==> src/rtl/lsu_pkg.sv <==
// Shared definitions for the load/store unit: RV32 size/sign codes and FSM encoding.
package lsu_pkg;

  localparam logic [2:0] F3_B  = 3'b000;
  localparam logic [2:0] F3_H  = 3'b001;
  localparam logic [2:0] F3_W  = 3'b010;
  localparam logic [2:0] F3_BU = 3'b100;
  localparam logic [2:0] F3_HU = 3'b101;

  typedef enum logic [1:0] {
    S_IDLE = 2'd0,
    S_REQ  = 2'd1,
    S_RSP  = 2'd2
  } state_t;

endpackage

==> src/rtl/lsu_align.sv <==
// Lane steering for the LSU: byte enables, store-data shift, load extension
// and detection of misaligned or illegal size codes.
module lsu_align
  import lsu_pkg::*;
(
  input  logic [2:0]  i_funct3,
  input  logic        i_we,
  input  logic [1:0]  i_off,
  input  logic [31:0] i_wdata,
  input  logic [31:0] i_rdata,
  output logic [3:0]  o_be,
  output logic [31:0] o_wdata,
  output logic [31:0] o_rdata,
  output logic        o_fault
);

  logic [31:0] w_rsh;

  assign o_wdata = i_wdata << {i_off, 3'b000};
  assign w_rsh   = i_rdata >> {i_off, 3'b000};

  // Unsigned sizes are load-only; a store carrying them is illegal.
  always_comb begin
    o_be    = 4'b0000;
    o_rdata = '0;
    o_fault = 1'b0;
    case (i_funct3)
      F3_B: begin
        o_be    = 4'b0001 << i_off;
        o_rdata = {{24{w_rsh[7]}}, w_rsh[7:0]};
      end
      F3_BU: begin
        o_be    = 4'b0001 << i_off;
        o_rdata = {24'h0, w_rsh[7:0]};
        o_fault = i_we;
      end
      F3_H: begin
        o_be    = 4'b0011 << i_off;
        o_rdata = {{16{w_rsh[15]}}, w_rsh[15:0]};
        o_fault = i_off[0];
      end
      F3_HU: begin
        o_be    = 4'b0011 << i_off;
        o_rdata = {16'h0, w_rsh[15:0]};
        o_fault = i_off[0] | i_we;
      end
      F3_W: begin
        o_be    = 4'b1111;
        o_rdata = w_rsh;
        o_fault = |i_off;
      end
      default: o_fault = 1'b1;
    endcase
  end

endmodule

==> src/rtl/lsu.sv <==
// Load/store unit: single-outstanding req/ack data-memory port fed by the ALU
// effective address, with lane-aligned byte enables and load extension.
//   state  | meaning
//   S_IDLE | ready, waiting for an op
//   S_REQ  | mem_req held, waiting for mem_ack
//   S_RSP  | one-cycle response (data or fault)
module lsu
  import lsu_pkg::*;
#(
  parameter int ADDR_W = 32,
  parameter int DATA_W = 32
) (
  input  logic              clk,
  input  logic              rst_n,
  input  logic              req_valid,
  output logic              req_ready,
  input  logic              req_we,
  input  logic [2:0]        req_funct3,
  input  logic [ADDR_W-1:0] req_addr,
  input  logic [DATA_W-1:0] req_wdata,
  output logic              mem_req,
  output logic              mem_we,
  output logic [ADDR_W-1:0] mem_addr,
  output logic [3:0]        mem_be,
  output logic [DATA_W-1:0] mem_wdata,
  input  logic              mem_ack,
  input  logic [DATA_W-1:0] mem_rdata,
  output logic              rsp_valid,
  output logic [DATA_W-1:0] rsp_rdata,
  output logic              rsp_fault
);

  state_t            r_state, w_next;
  logic [ADDR_W-1:0] r_addr;
  logic [2:0]        r_funct3;
  logic              r_we;
  logic [3:0]        r_be;
  logic [DATA_W-1:0] r_wdata;
  logic [DATA_W-1:0] r_rdata;
  logic              r_fault;

  logic              w_idle, w_accept;
  logic [2:0]        w_al_f3;
  logic              w_al_we;
  logic [1:0]        w_al_off;
  logic [3:0]        w_al_be;
  logic [DATA_W-1:0] w_al_wdata, w_al_rdata;
  logic              w_al_fault;

  assign w_idle   = (r_state == S_IDLE);
  assign w_accept = req_valid & w_idle;

  // One aligner serves both phases: live request while idle, captured op afterwards.
  assign w_al_f3  = w_idle ? req_funct3    : r_funct3;
  assign w_al_we  = w_idle ? req_we        : r_we;
  assign w_al_off = w_idle ? req_addr[1:0] : r_addr[1:0];

  lsu_align u_align (
    .i_funct3 (w_al_f3),
    .i_we     (w_al_we),
    .i_off    (w_al_off),
    .i_wdata  (req_wdata),
    .i_rdata  (mem_rdata),
    .o_be     (w_al_be),
    .o_wdata  (w_al_wdata),
    .o_rdata  (w_al_rdata),
    .o_fault  (w_al_fault)
  );

  always_ff @(posedge clk or negedge rst_n) begin
    if (!rst_n) r_state <= S_IDLE;
    else        r_state <= w_next;
  end

  always_comb begin
    w_next = r_state;
    case (r_state)
      S_IDLE:  if (w_accept) w_next = w_al_fault ? S_RSP : S_REQ;
      S_REQ:   if (mem_ack)  w_next = S_RSP;
      S_RSP:   w_next = S_IDLE;
      default: w_next = S_IDLE;
    endcase
  end

  always_ff @(posedge clk or negedge rst_n) begin
    if (!rst_n) begin
      r_addr   <= '0;
      r_funct3 <= '0;
      r_we     <= 1'b0;
      r_be     <= '0;
      r_wdata  <= '0;
      r_rdata  <= '0;
      r_fault  <= 1'b0;
    end else if (w_accept) begin
      r_addr   <= req_addr;
      r_funct3 <= req_funct3;
      r_we     <= req_we;
      r_be     <= w_al_be;
      r_wdata  <= w_al_wdata;
      r_rdata  <= '0;
      r_fault  <= w_al_fault;
    end else if (r_state == S_REQ && mem_ack && !r_we) begin
      r_rdata  <= w_al_rdata;
    end
  end

  always_comb begin
    req_ready = w_idle;
    mem_req   = (r_state == S_REQ);
    mem_we    = r_we;
    mem_addr  = {r_addr[ADDR_W-1:2], 2'b00};
    mem_be    = r_be;
    mem_wdata = r_wdata;
    rsp_valid = (r_state == S_RSP);
    rsp_fault = rsp_valid & r_fault;
    rsp_rdata = rsp_valid ? r_rdata : '0;
  end

endmodule

==> config.mk <==
export PLATFORM = sky130hd
export DESIGN_NAME = lsu
export DESIGN_NICKNAME = d
export VERILOG_FILES = /design/src/rtl/lsu_pkg.sv /design/src/rtl/lsu_align.sv /design/src/rtl/lsu.sv
export SDC_FILE = /design/constraint.sdc
export NUM_CORES = 1
export LEC_CHECK = 0
export CORE_ASPECT_RATIO = 0.5
export CORE_UTILIZATION = 41
export DETAILED_ROUTE_END_ITERATION = 7
export GPL_TIMING_DRIVEN = 0
export PLACE_DENSITY = 0.78
export SLEW_MARGIN = 20
export SYNTH_ARGS = -nofsm -noshare
export SYNTH_HDL_FRONTEND = slang
export SYNTH_SLANG_ARGS = --single-unit
==> constraint.sdc <==
create_clock -name clk -period 1.9 [get_ports clk]
set_input_delay 0.38 -clock clk [delete_from_list [all_inputs] [get_ports clk]]
set_output_delay 0.38 -clock clk [all_outputs]
set_load 0.02 [all_outputs]
Yosys cells after proc, flatten, opt, wreduce, memory -nomap -nowiden
Cells that the tools add are included.

storage, ports and cells
  bits of input ports = 104
  output and inout bits = 105
  register bits after elaboration = 107

operators by class
  muxes and demuxes = 13
  bitwise gates (word level) = 3
  shift-type cells = 4
  reductions and logical operators = 10
  eq/ne operators = 8

operators with widths
  kind                                              count
  one-hot mux 32 bit (5 select lines)               1
  two-way mux 32 bit                                3
  left shift 32 x 5 -> 32 bit                       1
  right shift 32 x 5 -> 32 bit                      1
  one-hot mux 4 bit (3 select lines)                1
  two-way mux 2 bit                                 4
  == test 3 bit (second input constant)             2
  OR reduction 2 bit                                3
  one-hot mux 1 bit (5 select lines)                1
  != test 2 x 1 -> 1 bit (second input constant)    2
  one-hot mux 2 bit (2 select lines)                1
  left shift 1 x 2 -> 4 bit (first input constant)  1
  left shift 2 x 2 -> 4 bit (first input constant)  1
  == test 3 x 1 -> 1 bit (second input constant)    1
  == test 3 x 2 -> 1 bit (second input constant)    1
  logical NOT 3 bit                                 1
  two-way mux 3 bit                                 1
  AND 1 bit                                         2
  == test 2 x 1 -> 1 bit (second input constant)    1
  == test 2 bit (second input constant)             1
  logical AND 1 bit                                 2
  logical NOT 2 bit                                 1
  AND reduction 2 bit                               1
  nonzero test 2 bit                                1
  3 further kinds                                   3

Longest topological paths before layout
  word-level depth = 7
  gate-level depth with buffers = 9

Cells and area by module
Synthesis repeated with hierarchy kept, for this count alone.

second synthesis, totals
  cells, all modules = 517
  area total of the unflattened synthesis = 6090.8 sq um

by module, submodules not included
  module     instances  sequential area each (sq um)  cells each  area each (sq um)
  lsu        1          2677.6                        313         4724.5
  lsu_align  1          0.0                           204         1366.3

Worst setup path before layout
Ideal clock, no wire load.

  path type = flip-flop to flip-flop
  start = register r_state[1]
  end = register r_rdata[24]
  stages on the path, launching flop included = 10
  buffers on the path = 3
  setup time = 70 ps
  arrival = 1945 ps
  slack = -115 ps
  cell sequence = dfrtp_1 buf_6 or2_1 buf_6 clkinv_8 mux2_2 nor2_1 nand4_1 buf_2 nand3_1

between the ends
  cells in the longest elaborated chain, start to end = 6
  elaborated cells on any way between the ends = 17
  those cells by class = 5 x eq/ne; 1 x shift; 5 x mux; 1 x bitwise; 5 x reduce/logical

ends and longest elaborated chain
  what                                                           line                  RTL
  start: declaration                                             lsu.sv:33             state_t r_state, w_next;
  start signal: assignment                                       lsu.sv:72             else r_state <= w_next;
  logical NOT 2 bit (*)                                          lsu.sv:50             assign w_idle = (r_state == S_IDLE);
  net req_ready                                                  lsu.sv:16             output logic req_ready,
  two-way mux 2 bit / two-way mux 3 bit (equally long branches)  lsu.sv:56, lsu.sv:54
  right shift 32 x 5 -> 32 bit, or another cell as far along     lsu_align.sv:20       assign w_rsh = i_rdata >> {i_off, 3'b000};
  one-hot mux 32 bit (5 select lines)                            lsu_align.sv:27       case (i_funct3)
  two-way mux 32 bit                                             lsu.sv:102            end else if (r_state == S_REQ && mem_ack && !r_we) begin
  two-way mux 32 bit                                             lsu.sv:94             end else if (w_accept) begin
  end signal: assignment                                         lsu.sv:103            r_rdata <= w_al_rdata;
  end: declaration                                               lsu.sv:39             logic [DATA_W-1:0] r_rdata;

The timed path passes the listed nets; every way through them passes the cells marked *. The select of a mux whose other input is x is not followed.
A chain may end at the register's enable or synchronous reset.

Final worst setup path
  start = register r_state[1]
  end = register r_rdata[7]

between the ends
  cells in the longest elaborated chain, start to end = 6
  elaborated cells on any way between the ends = 17
  those cells by class = 5 x eq/ne; 1 x shift; 5 x mux; 1 x bitwise; 5 x reduce/logical

ends and longest elaborated chain
  what                                                           line
  logical NOT 2 bit                                              lsu.sv:50
  two-way mux 2 bit / two-way mux 3 bit (equally long branches)  lsu.sv:56, lsu.sv:54
  right shift 32 x 5 -> 32 bit, or another cell as far along     lsu_align.sv:20
  one-hot mux 32 bit (5 select lines)                            lsu_align.sv:27
  two-way mux 32 bit                                             lsu.sv:102
  two-way mux 32 bit                                             lsu.sv:94

Parallel ways exist; a longest one is shown, timed or not. The select of a mux whose other input is x is not followed.

==> results.ini <==
[outcome]
status = finished, violations left
failed_checks = negative setup slack

[grt]
grt_start_max_net_pins = 80
grt_pass1_wl_um = 30500
grt_pass1_vias = 5762
grtUsageTotal = 0.276
grt_overflow_total = 0
grt_antenna_before_repair = 0

[timing]
maxSlewHeadroom = 0.529
rsz0062_at_grt = true
worst_pin_slew_ns = 0.707
fin_crit_sh = 1.11
max_freq_mhz = 473
period_minus_slack_ns = 2.11
setup_ws_ns = -0.214
finalMaxSlewViolations = 0
hold_viol = 0
finalSetupViolations = 87
finalClockSkew_ns = 0.00918

[critical_path]
cp_top_family = buffers and inverters
timing.rr.end = r_rdata[7]$_DFFE_PN0P_
required_ns = 2.13
crit_buf_inv = 6
path_max_fanout = 8
slowest_stage = dfrtp_1
cp-start-kind = flop
timing.rr.start = r_state[1]$_DFFE_PN0P_
arrival_ns = 2.35
cp_cell_sequence = buf_6 > or2_1 > buf_6 > buf_6 > a21oi_4 > buf_6 > a21oi_4 > buf_6 > buf_12 > a32o_1
regToRegSetupSlack_ns = -0.21
end_kind = flop
cpPeakStageDelay_ns = 0.39
r2r_cells = 10
crit_type = reg -> reg
path_common_cell = buf_6

[finish]
nets = 997
syn_to_final_growth_pct = 66.1
fin_util = 0.720
fillerInstances = 928
layout-drive-gt1-share = 0.327
finalInstanceArea_sq_um = 9410
final_cells = 1068
antenna_cells = 0
multi_input_area_sq_um = 3100
layout.area.seq_sq_um = 2680

[cts]
cts_max_level = 3
cts_buffers = 9
clkTransAtPathRegs_ns = 0.08
cts_max_path_buffers = 2
cts-root-buf = clkbuf_16
cts_tree = yes
insertion_delay_ns = 0.35
clock_sinks = 107

[power_and_ir_drop]
power_leakage_nw = 4.44
ir_worst_vdd_mv = 0.667
cellPowerDensity_nw_per_um2 = 1500
totalPowerFinal_mw = 14.1

[synth]
syn_inst = 635
synthTopCellsByArea = dfrtp_1 (47%), nand2_1 (13%), mux2_2 (5.2%), buf_4 (4.5%), and2_1 (3.9%)
ys_seq_elements = 107
synth_edf_count = 0
synth_area_per_cell_sq_um = 8.92
ys_seq_area_frac = 0.473
synthesis.area_sq_um = 5670
synth_common_cells = nand2_1 (192), dfrtp_1 (107), and2_1 (35), nand3_1 (35), buf_4 (34)
synth_top_area_frac = 0.473
ys_warn_count = 0
synth_flop_cell = dfrtp_1
ys_async_sr_fraction = 1.00
synth_cell_types = 47
yosys.area.top_type = dfrtp_1
yosysMostFrequentCell = nand2_1

[placement]
numPortBuffers = 206
pre_cts_ws_ns = -0.920
gp_congestion = 0.894
placed_cell_area_sq_um = 8000
hpwl_um = 13900
dp.cells = 1013

[die]
ioPinCount = 209
rows = 29
core_sq_um = 13100
die_area_sq_um = 14300
initial_core_util = 0.434
die_w_um = 168
fp.dieH_um = 85.1

[detailed_routing]
drt_iter0_drc = 452
vias = 5905
drtAntennaViolNets = 0
drt-vias-per-instance = 5.53
wl_per_cell_um = 20.3
totalWireLength_um = 21600
post-route-drc-count = 0
dr.pass1.iters = 5

[min_path]
hold_path_class = reg -> reg
min_path_cells = 2
whs_endpoint = mem_wdata[6]$_DFFE_PN0P_
hp-start = mem_wdata[6]$_DFFE_PN0P_

[run]
max_cap_violations = 0

[logic make-up after synthesis]
logic type | share of synthesized area
multiplexers | 0.0749
buffers and inverters | 0.0802
other | 0.000662
flip-flops | 0.473
AND/OR/NAND/NOR | 0.239
AO/OA/AOI/OAI | 0.133
[tightest hold or removal path: stages, from the launching register on]
cell and delay, ns:
dfrtp_1 0.34, nand2_1 0.05, nand2_1 0.05
[report_power, final]
group / internal, mW / switching (mW)
clock network: 1.03 / 0.879
registers: 3.10 / 0.525
logic: 4.10 / 4.48
total: 8.23 / 5.88
[layout make-up]
type	count	share of cell area
buffer	72	0.0617
inverter	3	0.00253
multi-input combinational	454	0.329
timing repair buffer	246	0.268
sequential	107	0.285
clock buffer	11	0.0247
clock inverter	5	0.00652
tap	170	0.0226
[what timing repair did]
item / in CTS / in global routing
gates resized for setup: 258 / 168
pin swaps: 11 / 31
hold buffers: 1 / 0
hold endpoints to repair: 28 / 0
setup endpoints to repair: 143 / 127
setup buffers: 13 / 21
cloned: 3 / 3
[cells in the final DEF, fill, tap and decap left out, types with 5 or more instances in the layout]
cell type and instances:
dfrtp_1 107, nand2_1 189, clkbuf_2 9, clkbuf_1 8
and3_4 6, o211ai_1 9, and2_4 31, o21ai_1 8
a22oi_2 7, nor2_1 5, mux2_4 5, buf_2 5
a22oi_1 8, o22ai_1 5, nand3_1 18, buf_6 53
clkdlybuf4s50_1 168, a2bb2oi_1 7, a21oi_1 12, mux2i_2 7
mux2_2 21, clkbuf_16 11, o31ai_2 6, o21ai_0 16
a32o_1 9, nand3_2 17, buf_8 9, buf_4 60
[routing by layer]
metal | GRT usage | vias to the layer above | wire, um
met4 | 0.100 | 0 | 659
li1 | - | 2655 | -
met2 | 0.465 | 323 | 10400
met5 | 0 | - | 0
met1 | 0.359 | 2871 | 8930
met3 | 0.0522 | 56 | 1630
[state kept, by name (all words and copies together) (netlist names)]
register and cells:
r_fault 1, mem_wdata 32, mem_be 4, r_state 2
r_funct3 3, r_rdata 32, mem_we 1, r_addr 32
[per-stage QoR]
step	hold slack, ns	TNS (ns)
floorplan	0.0844	-1.45
global placement	0.451	-469.21
detailed placement	0.276	-81.47
CTS	0.470	-6.70
global route	0.489	-15.37
finish	0.469	-11.33
[worst max path at each step]
stage / startpoint / to / slack (ns) / cells after the start
floorplan: r_state[1]$_DFFE_PN0P_ / r_rdata[24]$_DFFE_PN0P_ / -0.07 / 9
global placement: rst_n / r_addr[13]$_DFFE_PN0P_ / -3.68 / 1
detailed placement: req_addr[0] / mem_wdata[21]$_DFFE_PN0P_ / -0.92 / 7
CTS: r_state[1]$_DFFE_PN0P_ / r_rdata[29]$_DFFE_PN0P_ / -0.18 / 9
global route: r_state[0]$_DFFE_PN0P_ / r_rdata[0]$_DFFE_PN0P_ / -0.24 / 7
finish: r_state[1]$_DFFE_PN0P_ / r_rdata[7]$_DFFE_PN0P_ / -0.21 / 10
Note: power is estimated with default switching activity, not from simulation.
